**src/rtl/cordic_pkg.sv**
```systemverilog
// Shared CORDIC definitions: direction-mode encodings, arctangent table, gain.
package cordic_pkg;

  typedef enum logic [1:0] {
    CORDIC_EXT = 2'd0,
    CORDIC_ROT = 2'd1,
    CORDIC_VEC = 2'd2,
    CORDIC_RSV = 2'd3
  } cordic_mode_e;

  localparam int unsigned ATAN_ENTRIES = 16;
  localparam int unsigned ATAN_PREC    = 32;

  // atan(2^-i) with pi = 2^31, kept at 32 bits and truncated to the angle width on use
  localparam logic [ATAN_PREC-1:0] ATAN_TAB [ATAN_ENTRIES] = '{
    32'h2000_0000, 32'h12E4_051D, 32'h09FB_385B, 32'h0511_11D4,
    32'h028B_0D43, 32'h0145_D7E1, 32'h00A2_F61E, 32'h0051_7C55,
    32'h0028_BE53, 32'h0014_5F2E, 32'h000A_2F98, 32'h0005_17CC,
    32'h0002_8BE6, 32'h0001_45F3, 32'h0000_A2F9, 32'h0000_517C
  };

  // Uncompensated magnitude gain of a long CORDIC chain
  localparam real CORDIC_GAIN = 1.6467602581210654;

  // Table entry rescaled so that pi maps to 2^(zw-1)
  function automatic logic [ATAN_PREC-1:0] atan_entry(input int unsigned idx,
                                                      input int unsigned zw);
    return ATAN_TAB[idx] >> (ATAN_PREC - zw);
  endfunction

endpackage

```
**src/rtl/cordic_stage.sv**
```systemverilog
// One CORDIC micro-rotation with its pipeline register; shift amount is IDX.
module cordic_stage
  import cordic_pkg::*;
#(
  parameter int unsigned IDX  = 0,
  parameter int unsigned W    = 16,
  parameter int unsigned ZW   = 16,
  parameter int unsigned NDIR = 10
) (
  input  logic            clk,
  input  logic            reset,
  input  logic            en_i,
  input  logic            valid_i,
  input  logic [W-1:0]    x_i,
  input  logic [W-1:0]    y_i,
  input  logic [ZW-1:0]   z_i,
  input  logic [1:0]      mode_i,
  input  logic [NDIR-1:0] dir_i,
  output logic            valid_o,
  output logic [W-1:0]    x_o,
  output logic [W-1:0]    y_o,
  output logic [ZW-1:0]   z_o,
  output logic [1:0]      mode_o,
  output logic [NDIR-1:0] dir_o
);

  localparam logic [ZW-1:0] ATAN_I = ZW'(atan_entry(IDX, ZW));

  logic            valid_q;
  logic [W-1:0]    x_q, y_q;
  logic [ZW-1:0]   z_q;
  logic [1:0]      mode_q;
  logic [NDIR-1:0] dir_q;

  logic            neg_d;
  logic [W-1:0]    x_sh, y_sh;
  logic [W-1:0]    x_d, y_d;
  logic [ZW-1:0]   z_d;

  // Direction select and shift/add/sub for this micro-rotation
  always_comb begin
    neg_d = 1'b0;
    x_sh  = W'($signed(x_i) >>> IDX);
    y_sh  = W'($signed(y_i) >>> IDX);
    x_d   = x_i;
    y_d   = y_i;
    z_d   = z_i;
    case (cordic_mode_e'(mode_i))
      CORDIC_ROT: neg_d = z_i[ZW-1];
      CORDIC_VEC: neg_d = ~y_i[W-1];
      default:    neg_d = dir_i[IDX];
    endcase
    if (neg_d) begin
      x_d = x_i + y_sh;
      y_d = y_i - x_sh;
      z_d = z_i + ATAN_I;
    end else begin
      x_d = x_i - y_sh;
      y_d = y_i + x_sh;
      z_d = z_i - ATAN_I;
    end
  end

  // Stage register; data only loads with a real sample so held results stay put
  always_ff @(posedge clk or negedge reset) begin
    if (!reset) begin
      valid_q <= 1'b0;
      x_q     <= '0;
      y_q     <= '0;
      z_q     <= '0;
      mode_q  <= '0;
      dir_q   <= '0;
    end else if (en_i) begin
      valid_q <= valid_i;
      if (valid_i) begin
        x_q    <= x_d;
        y_q    <= y_d;
        z_q    <= z_d;
        mode_q <= mode_i;
        dir_q  <= dir_i;
      end
    end
  end

  assign valid_o = valid_q;
  assign x_o     = x_q;
  assign y_o     = y_q;
  assign z_o     = z_q;
  assign mode_o  = mode_q;
  assign dir_o   = dir_q;

endmodule

```
**src/rtl/cordic_pipe_gen.sv**
```systemverilog
// Elastic fully pipelined CORDIC engine: STAGES micro-rotations with bubble collapse.
module cordic_pipe_gen
  import cordic_pkg::*;
#(
  parameter int unsigned W      = 16,
  parameter int unsigned ZW     = 16,
  parameter int unsigned STAGES = 10
) (
  input  logic              clk,
  input  logic              reset,
  input  logic              in_valid,
  output logic              in_ready,
  input  logic [1:0]        in_mode,
  input  logic [STAGES-1:0] in_dir,
  input  logic [W-1:0]      in_x,
  input  logic [W-1:0]      in_y,
  input  logic [ZW-1:0]     in_z,
  output logic              out_valid,
  input  logic              out_ready,
  output logic [W-1:0]      out_x,
  output logic [W-1:0]      out_y,
  output logic [ZW-1:0]     out_z,
  output logic [1:0]        out_mode
);

  // Index k is the input of stage k; index k+1 is its registered output
  logic [STAGES:0]              valid_s;
  logic [STAGES-1:0]            ready_s;
  logic [STAGES:0][W-1:0]       x_s;
  logic [STAGES:0][W-1:0]       y_s;
  logic [STAGES:0][ZW-1:0]      z_s;
  logic [STAGES:0][1:0]         mode_s;
  logic [STAGES:0][STAGES-1:0]  dir_s;

  assign valid_s[0] = in_valid;
  assign x_s[0]     = in_x;
  assign y_s[0]     = in_y;
  assign z_s[0]     = in_z;
  assign mode_s[0]  = in_mode;
  assign dir_s[0]   = in_dir;

  for (genvar k = 0; k < STAGES; k++) begin : g_stage
    // Stage k can load when any later stage has a hole or the consumer takes the tail
    assign ready_s[k] = out_ready | ~(&valid_s[STAGES:k+1]);

    cordic_stage #(
      .IDX  (k),
      .W    (W),
      .ZW   (ZW),
      .NDIR (STAGES)
    ) u_stage (
      .clk     (clk),
      .reset   (reset),
      .en_i    (ready_s[k]),
      .valid_i (valid_s[k]),
      .x_i     (x_s[k]),
      .y_i     (y_s[k]),
      .z_i     (z_s[k]),
      .mode_i  (mode_s[k]),
      .dir_i   (dir_s[k]),
      .valid_o (valid_s[k+1]),
      .x_o     (x_s[k+1]),
      .y_o     (y_s[k+1]),
      .z_o     (z_s[k+1]),
      .mode_o  (mode_s[k+1]),
      .dir_o   (dir_s[k+1])
    );
  end

  assign in_ready  = ready_s[0];
  assign out_valid = valid_s[STAGES];
  assign out_x     = x_s[STAGES];
  assign out_y     = y_s[STAGES];
  assign out_z     = z_s[STAGES];
  assign out_mode  = mode_s[STAGES];

endmodule

```
**config.mk**
```make
export PLATFORM = sky130hd
export DESIGN_NAME = cordic_pipe_gen
export DESIGN_NICKNAME = d
export VERILOG_FILES = /design/src/rtl/cordic_pkg.sv /design/src/rtl/cordic_stage.sv /design/src/rtl/cordic_pipe_gen.sv
export SDC_FILE = /design/constraint.sdc
export NUM_CORES = 2
export LEC_CHECK = 0
export CORE_MARGIN = 10
export CORE_UTILIZATION = 45
export DETAILED_ROUTE_END_ITERATION = 10
export GPL_TIMING_DRIVEN = 0
export PLACE_DENSITY = 0.59
export SYNTH_ARGS = -nofsm -noshare
export SYNTH_HDL_FRONTEND = slang
export SYNTH_SLANG_ARGS = --single-unit
```
**constraint.sdc**
```tcl
create_clock -name clk -period 6 [get_ports clk]
set_input_delay 1.2 -clock clk [delete_from_list [all_inputs] [get_ports clk]]
set_output_delay 1.2 -clock clk [all_outputs]
set_load 0.01 [all_outputs]
```
==> flow_metrics.py <==
metrics = {
    "placement": {
        "port_buffers": 115,
        "hpwl_um": 99530,
        "gp_congestion": 0.8866,
        "place_area_mm2": 0.04746,
    },
    "flow_run": {
        "drv_cap": 0,
    },
    "layout": {
        "drive_above_1_share": 0.05136,
        "utilization": 0.5055,
        "area_growth_pct": 11.50,
        "antenna_cells": 0,
        "final_cell_area_mm2": 0.04968,
        "nNetsFinal": 6099,
    },
    "timing": {
        "finalMaxSlewViolations": 0,
        "timing.final.hold_violations": 0,
        "layout_min_cycle_time_ns": 5.673,
        "period_share": 0.9455,
        "tightest_slew_ns": 1.154,
        "tns_ns": 0,
        "clock_skew_ns": 0.03696,
        "fmax_ghz": 0.1763,
        "hold_slack_ns": 0.4689,
        "setup_violations": 0,
        "rsz0062_at_grt": "true",
        "slew_headroom": 0.2256,
    },
    "synthesis": {
        "synth-seq-cells": 554,
        "synthXorXnorAreaFrac": 0.1146,
        "syn_nets": 5909,
        "synth_compound_area_frac": 0.2101,
        "netlist_area_mm2": 0.04456,
        "yosys.area_share.adder": 0.1285,
        "synth_cell_types": 102,
        "netlist_instances": 5408,
        "ys.warnings.count": 0,
        "seq_area_frac_synth": 0.3111,
        "synthMuxAreaShare": 0.02477,
        "syn_area_per_cell_um2": 8.239,
        "synth-edff-count": 0,
        "synth-main-ff-cell": "dfrtp_1",
        "synth-simple-area-share": 0.1647,
        "async_flop_share": 1.000,
        "synth_top_family_by_area": "compound AO/OA/AOI/OAI gates",
    },
    "setup_path": {
        "crit_required_ns": 6.48,
        "endpoint_kind": "flop",
        "crit_start": "g_stage[1].u_stage.mode_o[0]$_DFFE_PN0P_",
        "crit_type": "reg2reg",
        "cp_slowest_cell": "clkbuf_1",
        "max_stage_delay_ns": 0.50,
        "arrival_ns": 6.15,
        "crit_family": "buffers and inverters",
        "path_buf_inv": 5,
        "crit_fanout": 15,
        "crit_chain": "inv_1 -> ha_1 -> nand2b_1 -> o31ai_4 -> inv_1 -> clkbuf_1 -> clkbuf_1 -> clkbuf_2 -> nor2_1 -> xor2_1 -> ha_1 -> a21o_1 -> a21oi_1 -> o21bai_1 -> a21oi_2 -> o21ai_1 -> a41o_1 -> or4_1 -> a31oi_1 -> xor2_1 -> o21ai_1",
        "timing.rr.start": "g_stage[1].u_stage.mode_o[0]$_DFFE_PN0P_",
        "crit_path_start_kind": "flop",
    },
    "global_route": {
        "antenna_found_initial": 0,
        "grt_pass1_vias": 37508,
        "grt_first_pass_wirelength_um": 203500,
        "grt.overflow.total": 0,
        "grtUsageTotal": 0.2199,
        "grt_max_degree": 114,
    },
    "clock_tree": {
        "cts_tree": "built",
        "cts_setup_buffers": 0,
        "cts.sink_count": 554,
        "h-tree-depth": 3,
        "root_buffer": "clkbuf_16",
        "clockBufferDepth": 3,
        "cts_buffers": 68,
        "holdBufCountCts": 0,
        "ctsResizeCount": 0,
        "path_clk_slew_ns": 0.06,
        "clk-insertion-delay-late_ns": 0.65,
    },
    "status": {
        "status": "finished, final reports clean",
    },
    "route": {
        "drt-pass1-iter-count": 5,
        "drt_wl_total_um": 125700,
        "vias_per_cell": 5.620,
        "initialDrtViolationCount": 2655,
        "drc": 0,
        "routedWlPerCell_um": 18.13,
        "ant_nets": 0,
        "num_vias": 38960,
    },
    "die": {
        "core_mm2": 0.09828,
        "dieArea_mm2": 0.1120,
        "fp.dieW_um": 334.7,
        "num_io_pins": 116,
        "die_h_um": 334.7,
        "initial_core_util": 0.4534,
        "rows": 115,
    },
    "min_path": {
        "min-delay-start": "g_stage[0].u_stage.dir_o[8]$_DFFE_PN0P_",
        "hp-class": "reg2reg",
    },
}
state kept, by name (all words and copies together) (netlist names):
signal / cells
g_stage.u_stage.y_o: 160
g_stage.u_stage.z_o: 160
g_stage.u_stage.x_o: 159
g_stage.u_stage.dir_o: 45
g_stage.u_stage.mode_o: 20
g_stage.u_stage.valid_o: 10
cells in the final DEF (no fill, tap or decap), drive strengths merged, types with 200 or more instances in the layout:
cell type,synthesis,routed
inv,263,267
dfrtp,554,554
nor2,287,287
o21ai,653,653
clkbuf,208,299
ha,415,415
nand2,837,837
xor2,200,200
xnor2,383,383
a21oi,371,371
final timing paths:
path / end / slack (ns) / depth (start not counted)
worst min register to register: g_stage[0].u_stage.dir_o[8]$_DFFE_PN0P_ / 0.47 / 2
max in group asynchronous: g_stage[0].u_stage.x_o[6]$_DFFE_PN0P_ / 4.13 / 3
worst min-delay path: g_stage[0].u_stage.dir_o[8]$_DFFE_PN0P_ / 0.47 / 2
worst max register to register: g_stage[2].u_stage.x_o[14]$_DFFE_PN0P_ / 0.33 / 21
worst max-delay path: g_stage[2].u_stage.x_o[14]$_DFFE_PN0P_ / 0.33 / 21
min in group asynchronous: g_stage[5].u_stage.x_o[11]$_DFFE_PN0P_ / 0.48 / 1
cells by family after synthesis:
logic type               after synthesis
adder cells (fa/ha/maj)              446
multiplexers                         100
XOR/XNOR                             583
flip-flops                           554
buffers and inverters                529
AO/OA/AOI/OAI                       1554
AND/OR/NAND/NOR                     1642
layer usage:
layer / track usage / up-vias / wire length, µm
li1: - / 19348 / -
met1: 0.2886 / 18867 / 57740
met2: 0.3815 / 580 / 61110
met3: 0.02405 / 165 / 3850
met4: 0.05723 / 0 / 3021
met5: 0 / - / 0
worst register-to-register path: stages (launching register included):
cell      delay (ns)
dfrtp_1         0.37
inv_1           0.10
ha_1            0.40
nand2b_1        0.17
o31ai_4         0.13
inv_1           0.25
clkbuf_1        0.42
clkbuf_1        0.50
clkbuf_2        0.47
nor2_1          0.10
xor2_1          0.21
ha_1            0.30
a21o_1          0.20
a21oi_1         0.23
o21bai_1        0.11
a21oi_2         0.18
o21ai_1         0.14
a41o_1          0.32
or4_1           0.40
a31oi_1         0.20
xor2_1          0.25
o21ai_1         0.09
cell usage after synthesis (82+ instances only):
| cell type | number | area [µm²] |
|---|---|---|
| nand2_1 | 837 | 3142 |
| o21ai_0 | 616 | 3083 |
| dfrtp_1 | 554 | 13860 |
| ha_1 | 415 | 5192 |
| xnor2_1 | 383 | 3354 |
| a21oi_1 | 369 | 1847 |
| nor2_1 | 286 | 1074 |
| inv_1 | 257 | 964.7 |
| clkbuf_1 | 207 | 777.0 |
| xor2_1 | 200 | 1752 |
| nor3_1 | 119 | 595.6 |
| nand3_1 | 90 | 450.4 |
| a21o_1 | 85 | 638.1 |
| mux2_2 | 82 | 923.4 |
through the flow:
| step | std cells | worst slack (ns) |
|---|---|---|
| 4_1_cts | 6933 | 0.07772 |
| 3_3_place_gp | 6810 | -21.89 |
| 5_1_grt | 6933 | -0.09388 |
| 3_5_place_dp | 6815 | 0.1260 |
| 2_1_floorplan | 5408 | 1.373 |
| 6_report | 6933 | 0.3270 |
final cells by class:
cell class / count / area (µm²)
fill: 9585 / 48600
buffer: 266 / 1075
clock inverter: 28 / 287.8
timing repair buffer: 120 / 1294
multi-input combinational: 4325 / 28640
tap: 1287 / 1610
clock buffer: 90 / 1928
inverter: 263 / 987.2
sequential: 554 / 13860
Power is left out: the tool's default activity adds up to more than one toggle a clock period on the data nets, which glitch-free logic cannot reach.
